**src/rtl/spi_slave_rx.sv**
```systemverilog
// SPI mode-0 responder, MSB first. All SPI pins are oversampled in the Mclk
// domain; spi_clk is never used as a clock.
module spi_slave_rx #(
  parameter int DSIZE = 8,
  parameter int CNT_W = 4
) (
  input  logic             Mclk,
  input  logic             reset,
  input  logic             spi_clk,
  input  logic             spi_cs,
  input  logic             spi_mosi_in,
  output logic             spi_miso_out,
  output logic             spi_miso_oe,
  input  logic [DSIZE-1:0] tx_data,
  input  logic             tx_valid,
  output logic             tx_ready,
  output logic [DSIZE-1:0] rx_data,
  output logic             rx_valid,
  output logic             tx_underrun,
  output logic             busy
);

  typedef enum logic {
    IDLE   = 1'b0,
    ACTIVE = 1'b1
  } state_t;

  state_t state_q, state_d;

  logic [2:0]       sclk_sync_q;
  logic [2:0]       cs_sync_q;
  logic [1:0]       mosi_sync_q;

  logic [DSIZE-1:0] tx_buf_q, tx_buf_d;
  logic             tx_full_q, tx_full_d;
  logic [DSIZE-1:0] tx_shift_q, tx_shift_d;
  logic [DSIZE-1:0] rx_shift_q, rx_shift_d;
  logic [CNT_W-1:0] bit_cnt_q, bit_cnt_d;
  logic             rx_done_q, rx_done_d;
  logic [DSIZE-1:0] rx_data_q, rx_data_d;
  logic             rx_valid_q, rx_valid_d;
  logic             tx_underrun_q, tx_underrun_d;

  logic sclk_rise, sclk_fall, cs_fall, cs_rise, mosi_s;
  logic word_load, tx_accept;

  // cs synchronizer resets to the deselected level so release never fakes a cs_fall.
  always_ff @(posedge Mclk or posedge reset) begin
    if (reset) begin
      sclk_sync_q <= '0;
      cs_sync_q   <= '1;
      mosi_sync_q <= '0;
    end else begin
      sclk_sync_q <= {sclk_sync_q[1:0], spi_clk};
      cs_sync_q   <= {cs_sync_q[1:0], spi_cs};
      mosi_sync_q <= {mosi_sync_q[0], spi_mosi_in};
    end
  end

  assign sclk_rise = sclk_sync_q[1] & ~sclk_sync_q[2];
  assign sclk_fall = ~sclk_sync_q[1] & sclk_sync_q[2];
  assign cs_fall   = ~cs_sync_q[1] & cs_sync_q[2];
  assign cs_rise   = cs_sync_q[1] & ~cs_sync_q[2];
  assign mosi_s    = mosi_sync_q[1];

  always_ff @(posedge Mclk or posedge reset) begin
    if (reset) state_q <= IDLE;
    else       state_q <= state_d;
  end

  always_comb begin
    state_d       = state_q;
    tx_buf_d      = tx_buf_q;
    tx_shift_d    = tx_shift_q;
    rx_shift_d    = rx_shift_q;
    bit_cnt_d     = bit_cnt_q;
    rx_data_d     = rx_data_q;
    rx_done_d     = 1'b0;
    rx_valid_d    = 1'b0;
    tx_underrun_d = 1'b0;
    word_load     = 1'b0;
    tx_accept     = tx_valid & ~tx_full_q;

    if (rx_done_q) begin
      rx_data_d  = rx_shift_q;
      rx_valid_d = 1'b1;
    end

    case (state_q)
      IDLE: begin
        if (cs_fall) begin
          state_d   = ACTIVE;
          word_load = 1'b1;
        end
      end
      ACTIVE: begin
        if (cs_rise) begin
          state_d   = IDLE;
          bit_cnt_d = '0;
        end else if (sclk_rise) begin
          rx_shift_d = {rx_shift_q[DSIZE-2:0], mosi_s};
          bit_cnt_d  = bit_cnt_q + CNT_W'(1);
          if (bit_cnt_q == CNT_W'(DSIZE - 1)) rx_done_d = 1'b1;
        end else if (sclk_fall) begin
          if (bit_cnt_q == CNT_W'(DSIZE)) word_load = 1'b1;
          else tx_shift_d = {tx_shift_q[DSIZE-2:0], 1'b0};
        end
      end
      default: state_d = IDLE;
    endcase

    // The shift register always sees the buffer as it was before this cycle's tx load.
    if (word_load) begin
      bit_cnt_d = '0;
      if (tx_full_q) begin
        tx_shift_d = tx_buf_q;
      end else begin
        tx_shift_d    = '0;
        tx_underrun_d = 1'b1;
      end
    end

    tx_full_d = (tx_full_q & ~word_load) | tx_accept;
    if (tx_accept) tx_buf_d = tx_data;
  end

  always_ff @(posedge Mclk or posedge reset) begin
    if (reset) begin
      tx_buf_q      <= '0;
      tx_full_q     <= 1'b0;
      tx_shift_q    <= '0;
      rx_shift_q    <= '0;
      bit_cnt_q     <= '0;
      rx_done_q     <= 1'b0;
      rx_data_q     <= '0;
      rx_valid_q    <= 1'b0;
      tx_underrun_q <= 1'b0;
    end else begin
      tx_buf_q      <= tx_buf_d;
      tx_full_q     <= tx_full_d;
      tx_shift_q    <= tx_shift_d;
      rx_shift_q    <= rx_shift_d;
      bit_cnt_q     <= bit_cnt_d;
      rx_done_q     <= rx_done_d;
      rx_data_q     <= rx_data_d;
      rx_valid_q    <= rx_valid_d;
      tx_underrun_q <= tx_underrun_d;
    end
  end

  assign busy         = (state_q == ACTIVE);
  assign spi_miso_oe  = busy;
  assign spi_miso_out = busy & tx_shift_q[DSIZE-1];
  assign tx_ready     = ~tx_full_q;
  assign rx_data      = rx_data_q;
  assign rx_valid     = rx_valid_q;
  assign tx_underrun  = tx_underrun_q;

endmodule

```
**config.mk**
```make
export PLATFORM = sky130hd
export DESIGN_NAME = spi_slave_rx
export DESIGN_NICKNAME = d
export VERILOG_FILES = /design/src/rtl/spi_slave_rx.sv
export SDC_FILE = /design/constraint.sdc
export NUM_CORES = 1
export LEC_CHECK = 0
export BUFFER_PORTS_ARGS = -buffer_cell sky130_fd_sc_hd__buf_4
export CAP_MARGIN = 5
export CORE_MARGIN = 2
export CORE_UTILIZATION = 56
export CTS_CLUSTER_SIZE = 25
export DETAILED_ROUTE_END_ITERATION = 16
export PLACE_DENSITY = 0.83
export SETUP_SLACK_MARGIN = 0.05
export SLEW_MARGIN = 20
export SYNTH_ARGS = -nofsm -noshare
export SYNTH_HDL_FRONTEND = slang
export SYNTH_SLANG_ARGS = --single-unit
```
**constraint.sdc**
```tcl
create_clock -name Mclk -period 1.8 [get_ports Mclk]
set_input_delay 0.09 -clock Mclk [delete_from_list [all_inputs] [get_ports Mclk]]
set_output_delay 0.09 -clock Mclk [all_outputs]
set_load 0.01 [all_outputs]
```
# Yosys cells after proc, flatten, opt, wreduce, memory -nomap -nowiden
# Cells that the tools add are included.
[word_totals]
reg_bits = 49
latch_bits = 0
ramBits = 0
romBits = 0
inputBits = 14
output_inout_bits = 14
wordCells = 67
memories = 0
[op_classes]
add_sub_neg = 1
n_mul = 0
div = 0
n_lt_le_gt_ge = 0
eq_ne = 5
shift = 0
mux = 26
n_bitwise = 16
reduce_logical = 6
[op_table]
columns = ["cell", "n"]
rows = [
  ["two-way mux 8 bit", 7],
  ["two-way mux 4 bit", 4],
  ["two-way mux 1 bit", 13],
  ["inverter 1 bit", 8],
  ["AND 1 bit", 7],
  ["AND reduction 5 bit", 1],
  ["adder 4 x 1 -> 4 bit, second input constant", 1],
  ["equality test 4 x 3 -> 1 bit, second input constant", 1],
  ["equality test 4 bit, second input constant", 1],
  ["inequality test 2 x 1 -> 1 bit, second input constant", 2],
  ["one-hot mux 1 bit (2 select lines)", 2],
  ["nonzero test 2 bit", 2],
  ["AND reduction 3 bit", 1],
  ["nonzero test 3 bit", 1],
  ["inequality test 2 bit, second input constant", 1],
  ["AND reduction 2 bit", 1],
  ["OR 1 bit", 1],
]

# Logic depth before layout (Yosys ltp)
# Gate-level depths: netlist of run 1.
[logic_depth]
depth_word = 9
depth_mapped = 6
mapped_depth_nobuf = 6

# Worst setup path after synthesis of run 1
# OpenSTA, ideal clock, no wires.
[synth_timing]
kind = "flip-flop to flip-flop"
start = "register state_q (netlist: busy)"
end = "register tx_shift_q[1]"
setup_time_ns = 0.125
arrival_time_ns = 1.478
t_required_ns = 1.675
path_slack_ns = 0.197
path_stages_with_launch = 6
n_path_buf = 1
synth_period_minus_slack_ns = 1.603
cell_sequence = "dfrtp_1 buf_2 nand3b_2 o21ai_1 a21oi_4 mux2_4"
[synth_via]
elab_chain_len = 4
word_cells_on_any_way = 9
classes_between = "eq/ne (3); mux (2); bitwise (1); reduce/logical (3)"
[synth_lines]
columns = ["element", "line", "text"]
rows = [
  ["from (decl)", "28", "state_t state_q, state_d;"],
  ["from (signal assigned)", "68", "else state_q <= state_d;"],
  ["inverter 1 bit", "-", ""],
  ["one-hot mux 1 bit (2 select lines)", "89", "case (state_q)"],
  ["inequality test 2 bit (no source line), or another cell as far along", "-", ""],
  ["AND reduction 5 bit (no source line)", "-", ""],
  ["to (signal assigned)", "141", "tx_shift_q <= tx_shift_d;"],
  ["to (decl)", "36", "logic [DSIZE-1:0] tx_shift_q, tx_shift_d;"],
]
# Several ways; a longest one is shown, not always the timed one.
# A chain may end at the register's enable or synchronous reset.

# Final worst setup path of run 1
[layout_timing]
start = "register cs_sync_q[2]"
end = "register tx_shift_q[1]"
[layout_via]
elab_chain_len = 6
word_cells_on_any_way = 13
classes_between = "eq/ne (3); mux (4); bitwise (3); reduce/logical (3)"
[layout_lines]
columns = ["element", "line", "text"]
rows = [
  ["from (decl)", "31", "logic [2:0] cs_sync_q;"],
  ["from (signal assigned)", "55", "cs_sync_q <= {cs_sync_q[1:0], spi_cs};"],
  ["inverter 1 bit", "63", "assign cs_rise = cs_sync_q[1] & ~cs_sync_q[2];"],
  ["AND 1 bit", "63", ""],
  ["two-way mux 1 bit", "97", "if (cs_rise) begin"],
  ["one-hot mux 1 bit (2 select lines)", "89", ""],
  ["inequality test 2 bit (no source line), or another cell as far along", "-", ""],
  ["AND reduction 5 bit (no source line)", "-", ""],
]
# Several ways; a longest one is shown, not always the timed one.

==> results.md, run 1 <==
- Crit Path Class: flop to flop
- VDD IR-drop max: 0.698 mV
- Fmax: approximately 0.62 GHz
- Post-DRT Antenna Nets: 0
- Final Cycle Share: 0.890
- I/O Buffers: 27
- FILL cells: 270
- Cell count of the worst reg-to-reg path: 4
- RSZ-0062 raised after global routing: no
- Num Clock Sinks: 49
- Finish-stage setup viols: 0
- Fin crit period: 1600 ps
- Initial Util: 0.578
- Die Width: 65.0 µm
- Slew Limit Headroom: 0.593
- Fin cells: 239
- CTS tree: built
- Ys async rst share: 1.00
- EDFF count, synth: 0
- Nets@finish: slightly above 200
- Commonest non-fill, non-tap cell in the layout: dfrtp_1
- Critical-path top delay cell: dfstp_2
- Hold Crit Depth: 2
- Core area: 0.00361 mm²
- DRT Wirelength: 3560 µm
- # DRC: 0
- Number of synthesis warnings: 0
- Number of global-route vias before repair: 1340
- Synthesized area: approximately 0.0021 mm²
- Ys flop type: dfrtp_1
- WP data arrival: 1790 ps
- Leakage: 1.26 nW
- Fin util: 0.696
- Outcome: complete, no violations
- Synthesized flop and latch total: 49
- Type of destination of the critical path: flop
- Inserted Diodes: 0
- Pin count of the biggest net entering global routing: 31
- Share of cells above drive strength 1: 0.398
- Rows: 22
- Syn_area_per_cell: about 14 µm²
- Post-CTS Setup Bufs: 0
- Sum Neg Setup Slack: 0 ps
- Setup Slack @ Placement: approximately 86 ps
- Reg2reg setup slack: 200 ps
- CTS buffer count: 5
- CP peak stage delay: 570 ps
- Initial antenna violation count: 0
- Ports: 28
- Slew of the pin with the lowest slew margin: ~600 ps
- CTS Root Cell: clkbuf_8
- Startpoint Class: flop
- CP max FO: 9
- Power per Cell Area: approximately 1100 mW/mm²
- Hold Path Class: primary input to flop
- FF-to-FF End: tx_shift_q[1]
- Hold Fails Final Rpt: 0
- Placed Cells: 227
- Vias per inst: 5.29
- Syn nets: 169
- Gp weighted congestion: 0.756
- Global route total overflow: 0
- Hold path endpoint: tx_buf_q[0]
- Clk slew on worst S/H paths: around 80 ps
- Fin. max-slew vios: 0
- Final worst slack: 198 ps
- HPWL Detailed: 2480 µm
- RR Startpoint: cs_sync_q[2]
- Layout area overhead: 20.3%
- Worst Path Required: 1990 ps
- Crit-path cells: or3b_4 > nand2_8 > mux2i_1 > mux2_4
- Count of different cell masters after synthesis: 41
- First-pass GRT wire length: roughly 6300 µm
- Gr usage total: 0.206
- Fin Hold WS: 13.7 ps
- Sequential area share after synthesis: 0.590
- Clock Latency Late Sink: 300 ps
- Post-Syn Instances: between 150 and 200
- Maxcap violations: 0
- Number of DRC markers in iteration 0: 42
- # H-tree levels: 2
- CP startpoint: cs_sync_q[2]
- Die ar.: 0.00423 mm²
- Die height: 65.0 µm
- Most frequent cells in the layout: 46 x dfrtp_1, 33 x buf_4, 21 x mux2_2, 10 x inv_1
- Hold Path Origin: tx_data[0]
- Vias: roughly 1300
- Clock Tree Buf Depth: 2
- Layout Skew: 4.68 ps
- Drt first pass iters: 4
- WL/cell: 14.9 µm
[through the flow]
step / cell area, µm² / power, mW
floorplan: 2080 / 1.83
global placement: 2350 / 1.94
detailed placement: 2350 / 1.99
CTS: 2500 / 2.81
global route: 2510 / 2.95
finish: 2510 / 2.79
[Yosys cell counts (3+ instances only)]
cell	instances	area share
mux2_1	3	0.016
mux2_4	4	0.029
a21oi_1	5	0.012
o21ai_0	3	0.0072
nand2_1	8	0.014
inv_1	11	0.020
a31oi_1	4	0.012
dfrtp_1	46	0.55
dfstp_2	3	0.038
mux2_2	21	0.11
mux2i_1	8	0.038
[registers in the layout (all words and copies together), names as in the netlist, 2 cells and up]
| signal | count |
|---|---|
| mosi_sync_q | 2 |
| tx_shift_q | 8 |
| tx_buf_q | 8 |
| rx_data | 8 |
| rx_shift_q | 8 |
| bit_cnt_q | 4 |
| cs_sync_q | 3 |
| sclk_sync_q | 3 |
[area by class of cell]
type                       instances  area [µm²]  share of cell area
inverter                          11        41.3              0.0165
clock inverter                     1        30.0              0.0120
timing repair buffer              37         288               0.115
clock buffer                       7        86.3              0.0344
tap                               48        60.1              0.0239
sequential                        49        1230               0.490
multi-input combinational         86         773               0.308
[routing by layer]
layer  routed length, µm  track usage
met5                   0            0
met4                  73       0.0938
met3                 123       0.0573
met2                1830        0.327
met1                1540        0.263
[worst max-delay path by stage]
stage / to / slack (ps) / depth (start not counted)
after detailed placement: tx_shift_q[5] / 90 / 4
after CTS: tx_shift_q[1] / 70 / 4
after global routing: tx_shift_q[2] / 110 / 5
after global placement: tx_shift_q[5] / 130 / 4
final: tx_shift_q[1] / 200 / 4
after floorplan: tx_shift_q[1] / 200 / 5
[logic make-up (layout without fill, tap and decap cells)]
family / count (synthesis) / count (layout) / share of synthesized area
multiplexers: 36 / 36 / 0.197
buffers and inverters: 18 / 56 / 0.0408
AO/OA/AOI/OAI: 22 / 22 / 0.0750
AND/OR/NAND/NOR: 25 / 25 / 0.0804
flip-flops: 49 / 49 / 0.590
adder cells (fa/ha/maj): 3 / 3 / 0.0168
[critical path: cells and delay by family (launching register included)]
| family | cells | cell delay, ps |
|---|---|---|
| DFF | 1 | 570 |
| and+or+nand+nor | 2 | 570 |
| muxes | 2 | 340 |
[power by group]
| part | total (mW) | internal [mW] | leakage, nW | switching [mW] |
|---|---|---|---|---|
| Sequential | 1.49 | 1.33 | 0.621 | 0.155 |
| Combinational | 0.498 | 0.294 | 0.580 | 0.204 |
| Clock | 0.804 | 0.453 | 0.0585 | 0.352 |
[repair_timing]
item	4_1_cts	5_1_grt
endpoints found under the hold margin	28	0
endpoints found under the setup margin	0	11
resized for setup	0	2
hold buffers	4	0
No activity file was read; power rests on OpenSTA's default activity.
==> run 2: changes to the inputs <==
- CORE_UTILIZATION: 56 -> 51
- PLACE_DENSITY: 0.83 -> 0.8
- clock period: 1.8 -> 1.3 ns (I/O delays scaled with it)
==> results.md, run 2 (synthesis gave the netlist of run 1 again) <==
- Switching share of power: 0.269 (+0.0143)
- Internal: 2.73 mW (+31%)
- Initial antenna violation count: 0 (unchanged)
- Fin util: 0.708 (+0.0119)
- Final worst slack: -258 ps (-456 ps)
- Crit Path Class: flop to flop
- Outcome: finished with violations
- Ports: 28 (unchanged)
- Worst Path Required: 1480 ps (-510 ps)
- Layout Skew: 4.96 ps (+0.278 ps)
- Die Width: 67.9 µm (+4.5%)
- CTS tree: built
- Post-DRT Antenna Nets: 0 (unchanged)
- Leakage: 1.39 nW (+10%)
- # H-tree levels: 2 (unchanged)
- RSZ-0062 raised after global routing: yes
- Fin crit period: 1560 ps (-44.2 ps)
- Drt first pass iters: 4 (unchanged)
- DRT Wirelength: 3840 µm (+7.9%)
- WP data arrival: 1740 ps (-50 ps)
- Die ar.: 0.00461 mm² (+9.2%)
- Finish-stage setup viols: 24 (+24)
- Number of DRC markers in iteration 0: 55 (+31%)
- Sw power: 1.00 mW (+41%)
- WL/cell: 14.5 µm (-3.0%)
- Global route total overflow: 0 (unchanged)
- HPWL Detailed: 2700 µm (+8.9%)
- Fin. max-slew vios: 0 (unchanged)
- Type of destination of the critical path: flop
- CP max FO: 10 (+1)
- Clock Tree Buf Depth: 2 (unchanged)
- Inserted Diodes: 0 (unchanged)
- Final Cycle Share: 1.20 (+0.308)
- Clk slew on worst S/H paths: 80 ps (about the same)
- Share of cells above drive strength 1: 0.472 (+0.0743)
- Number of global-route vias before repair: 1435 (+7.1%)
- Fmax: 0.642 GHz (+2.8%)
- Vias: 1373 (+8.5%)
- Commonest non-fill, non-tap cell in the layout: dfrtp_1
- Hold Path Class: primary input to asynchronous set/reset pin
- Gp weighted congestion: 0.751 (-0.74%)
- Clock Latency Late Sink: 290 ps (about the same)
- Die height: 67.9 µm (+4.5%)
- VDD IR-drop max: 0.745 mV (+6.7%)
- CTS buffer count: 5 (unchanged)
- Seq pwr share: 0.545 (+0.012)
- Vias per inst: 5.16 (-2.5%)
- Rows: 23 (+4.5%)
- Hold Fails Final Rpt: 0 (unchanged)
- Power per Cell Area: 1330 mW/mm² (+20%)
- CTS Root Cell: clkbuf_8
- Sum Neg Setup Slack: -4590 ps (-4590 ps)
- Setup Slack @ Placement: -322 ps (-408 ps)
- Num Clock Sinks: 49 (unchanged)
- Layout area overhead: 34.8%
- Gr usage total: 0.185 (-0.0208)
- Pin count of the biggest net entering global routing: 25 (-19%)
- Slew of the pin with the lowest slew margin: 374 ps (-235 ps)
- Initial Util: 0.525 (-0.0532)
- Core area: 0.00397 mm² (+10%)
- Startpoint Class: flop
- I/O Buffers: 27 (unchanged)
- Failing checks: negative setup slack
- Slew Limit Headroom: 0.750 (+0.157)
- Most frequent cells in the layout: 46 x dfrtp_1, 42 x buf_4, 21 x mux2_2, 13 x dlygate4sd3_1, 10 x inv_1
- Total power: 3.73 mW (+34%)
- Maxcap violations: 0 (unchanged)
- Nets@finish: 231 (+12%)
- # DRC: 0 (unchanged)
- Clock power frac: 0.224 (-0.064)
- First-pass GRT wire length: 6200 µm (-2.0%)
- Comb power frac: 0.231 (+0.052)
==> run 2: path summary, 6_finish.rpt <==
path                       cells after the start           start  slack (ps)             end
setup / recovery                               5    cs_sync_q[2]        -260   rx_shift_q[6]
hold / removal                                 3           reset         300  mosi_sync_q[0]
setup reg to reg                               5    cs_sync_q[2]        -260   rx_shift_q[6]
hold reg to reg                                0  sclk_sync_q[0]         350  sclk_sync_q[1]
max in group asynchronous                      4           reset         470    cs_sync_q[0]
min in group Mclk                              0  sclk_sync_q[0]         350  sclk_sync_q[1]
==> run 2: final cells by class <==
type	instances	area, µm²
clock buffer	8	80.1
multi-input combinational	86	855
tap	50	62.6
inverter	11	41.3
fill	266	1160
timing repair buffer	62	542
sequential	49	1230
==> run 2: through the flow <==
step / cells / instance area (µm²) / hold WS, ps
after floorplan: 153 / 2120 / 69.5
after global placement: 243 / 2500 / 67.1
after detailed placement: 243 / 2500 / 73.7
after CTS: 265 / 2780 / 304
after global routing: 266 / 2810 / 333
final: 266 / 2810 / 302
==> run 2: what timing repair did <==
| item | in CTS | in global routing |
|---|---|---|
| pin swaps | 4 | 2 |
| resized for setup | 16 | 5 |
| buffers inserted | 1 | 1 |
| hold endpoints to repair | 27 | 0 |
| hold buffers | 13 | 0 |
| endpoints found under the setup margin | 24 | 24 |
==> run 2: power by group through the flow <==
stage	logic, mW	registers (mW)	clock network [mW]
after floorplan	0.556	2.00	0
after global placement	0.735	2.03	0
after detailed placement	0.780	2.06	0
after CTS	0.848	2.03	0.861
after global routing	0.938	2.07	0.935
final	0.863	2.04	0.836
==> run 2: per-layer routing <==
metal | wire (µm) | global-route usage
met1 | 1650 | 0.207
met2 | 1990 | 0.333
met3 | 150 | 0.0592
met4 | 59 | 0.0600
met5 | 0 | 0
==> run 2: critical path, cell delays in order (launching register included) <==
cell      delay [ps]
dfstp_2          550
buf_4            130
nand2b_4         120
and3_4           190
buf_12           120
mux2_2           330
==> run 3: changes to the inputs <==
- MAX_ROUTING_LAYER: not set -> met4
==> results.md, run 3 (synthesis gave the netlist of run 1 again) <==
- First-pass GRT wire length: 6220 µm (+0.32%)
- Gr usage total: 0.191 (+0.00574)
- Most frequent cells in the layout: 46 x dfrtp_1, 42 x buf_4, 21 x mux2_2, 13 x dlygate4sd3_1, 10 x inv_1
- Fin. max-slew vios: 0 (unchanged)
- Number of DRC markers in iteration 0: 58 (+5.5%)
- Initial Util: 0.525 (unchanged)
- Clk slew on worst S/H paths: 80 ps (about the same)
- WP data arrival: 1740 ps (about the same)
- Global route total overflow: 0 (unchanged)
- Multi-input gate area: 847 µm² (-0.88%)
- Nets@finish: 231 (unchanged)
- Power per Cell Area: 1330 mW/mm² (+0.26%)
- Outcome: finished with violations
- Fin cells: 266 (unchanged)
- Die ar.: 0.00461 mm² (unchanged)
- Failing checks: negative setup slack
- Vias per inst: 5.15 (-0.29%)
- Critical-path top delay cell: dfstp_2
- Maxcap violations: 0 (unchanged)
- Worst path bufs/invs: 2 (unchanged)
- Clock Latency Late Sink: 290 ps (about the same)
- Leakage: 1.39 nW (about the same)
- Die height: 67.9 µm (unchanged)
- Reg2reg setup slack: -260 ps (about the same)
- Gp weighted congestion: 0.760 (+1.3%)
- HPWL Detailed: 2700 µm (unchanged)
- Slew Limit Headroom: 0.750 (about the same)
- Number of global-route vias before repair: 1425 (-0.70%)
- Grt met2 use: 0.335 (+0.00243)
- Finish-stage setup viols: 24 (unchanged)
- Num Clock Sinks: 49 (unchanged)
- RR Startpoint: cs_sync_q[2]
- Share of cells above drive strength 1: 0.472 (unchanged)
- Cell count of the worst reg-to-reg path: 5 (unchanged)
- DRT Wirelength: 3870 µm (+0.68%)
- # H-tree levels: 2 (unchanged)
- Inserted Diodes: 0 (unchanged)
- CTS buffer count: 5 (unchanged)
- # DRC: 0 (unchanged)
- FF-to-FF End: rx_shift_q[6]
- Clock Tree Buf Depth: 2 (unchanged)
- Reg area: 0.00123 mm² (unchanged)
- CTS Root Cell: clkbuf_8
- Hold Fails Final Rpt: 0 (unchanged)
- CP max FO: 10 (unchanged)
- VDD IR-drop max: 0.746 mV (+0.16%)
- M1 GR Usage: 0.205 (-0.00109)
- Commonest non-fill, non-tap cell in the layout: dfrtp_1
- Final worst slack: -259 ps (-1.85 ps)
- Crit Path Class: flop to flop
- Worst Path Required: 1480 ps (about the same)
- Initial antenna violation count: 0 (unchanged)
- Ports: 28 (unchanged)
- Crit-path cells: buf_4 > nand2b_4 > and3_4 > buf_12 > mux2_2
- Vias: 1369 (-0.29%)
- Placed Cells: 243 (unchanged)
- FILL cells: 268 (+0.75%)
- Pin count of the biggest net entering global routing: 25 (unchanged)
- CP startpoint: cs_sync_q[2]
- Post-DRT Antenna Nets: 0 (unchanged)
- Crit path capture: rx_shift_q[6]
- Die Width: 67.9 µm (unchanged)
- Fmax: 0.641 GHz (-0.12%)
- Final Cycle Share: 1.20 (+0.00143)
- Fin crit period: 1560 ps (+1.85 ps)
- Met3 usage: 0.0592 (unchanged)
- RSZ-0062 raised after global routing: yes
- CTS tree: built
- I/O Buffers: 27 (unchanged)
- Layout area overhead: 34.5%
- CP peak stage delay: 550 ps (about the same)
- Slew of the pin with the lowest slew margin: 375 ps (+1.08 ps)
- WL/cell: 14.5 µm (+0.68%)
- Startpoint Class: flop
- Hold Path Class: primary input to asynchronous set/reset pin
- Stages on worst setup path: 5 (unchanged)
- Fin util: 0.706 (-0.00189)
- Rows: 23 (unchanged)
- Core area: 0.00397 mm² (unchanged)
- Crit-path leading delay family: flip-flops
- Layout Skew: 5.64 ps (+0.682 ps)
- Type of destination of the critical path: flop
- GR peak layer: met2
- Drt first pass iters: 4 (unchanged)
[run 3: cell types whose count changed in the layout (fill, tap and decap cells not counted)]
cell / previous run / this run
o21ai_2: 0 / 1
o21ai_4: 1 / 0
[run 3: how the worst min path moves through the flow]
stage / start / cells after the start / slack, ps / endpoint
floorplan: spi_cs / 0 / 70 / cs_sync_q[0]
finish: reset / 3 / 300 / mosi_sync_q[0]
global route: reset / 3 / 330 / mosi_sync_q[0]
global placement: reset / 2 / 70 / rx_shift_q[0]
detailed placement: reset / 2 / 70 / rx_shift_q[0]
CTS: reset / 3 / 300 / mosi_sync_q[0]
[run 3: metal layers]
layer	wire length, µm	vias up
met5	0	-
met4	58	0
met3	146	8
met2	2030	32
met1	1640	675
li1	-	654
[run 3: tightest hold or removal path, delay by kind of cell]
family,cells,cell delay [ps]
buffers and inverters,3,940
[run 3: cell type report]
| type | instances | share of cell area |
|---|---|---|
| tap | 50 | 0.0223 |
| timing repair buffer | 62 | 0.193 |
| multi-input combinational | 86 | 0.302 |
| sequential | 49 | 0.439 |
| inverter | 11 | 0.0147 |
| clock buffer | 8 | 0.0286 |
[run 3: stage by stage]
step           TNS (ps)  total power, mW  instance area, µm²  hold WS (ps)  setup WS, ps
2_1_floorplan     -2410             2.55                2120          69.5          -249
3_3_place_gp      -4210             2.77                2500          67.1          -251
3_5_place_dp      -5060             2.83                2500          73.7          -322
4_1_cts           -4040             3.74                2780           304          -233
5_1_grt           -5390             3.94                2800           331          -287
6_report          -4600             3.73                2800           301          -259
[run 3: power breakdown]
part           switching [mW]  total, mW  internal (mW)
Clock                   0.458      0.841          0.383
Sequential              0.191       2.03           1.84
Combinational           0.358      0.859          0.501
Total                    1.01       3.73           2.73
[run 3: timing repair]
item / 4_1_cts / 5_1_grt
setup endpoints to repair: 24 / 24
endpoints found under the hold margin: 27 / 0
hold buffers: 13 / 0
buffers inserted: 1 / 1
pin swaps: 4 / 2
resized for setup: 16 / 4
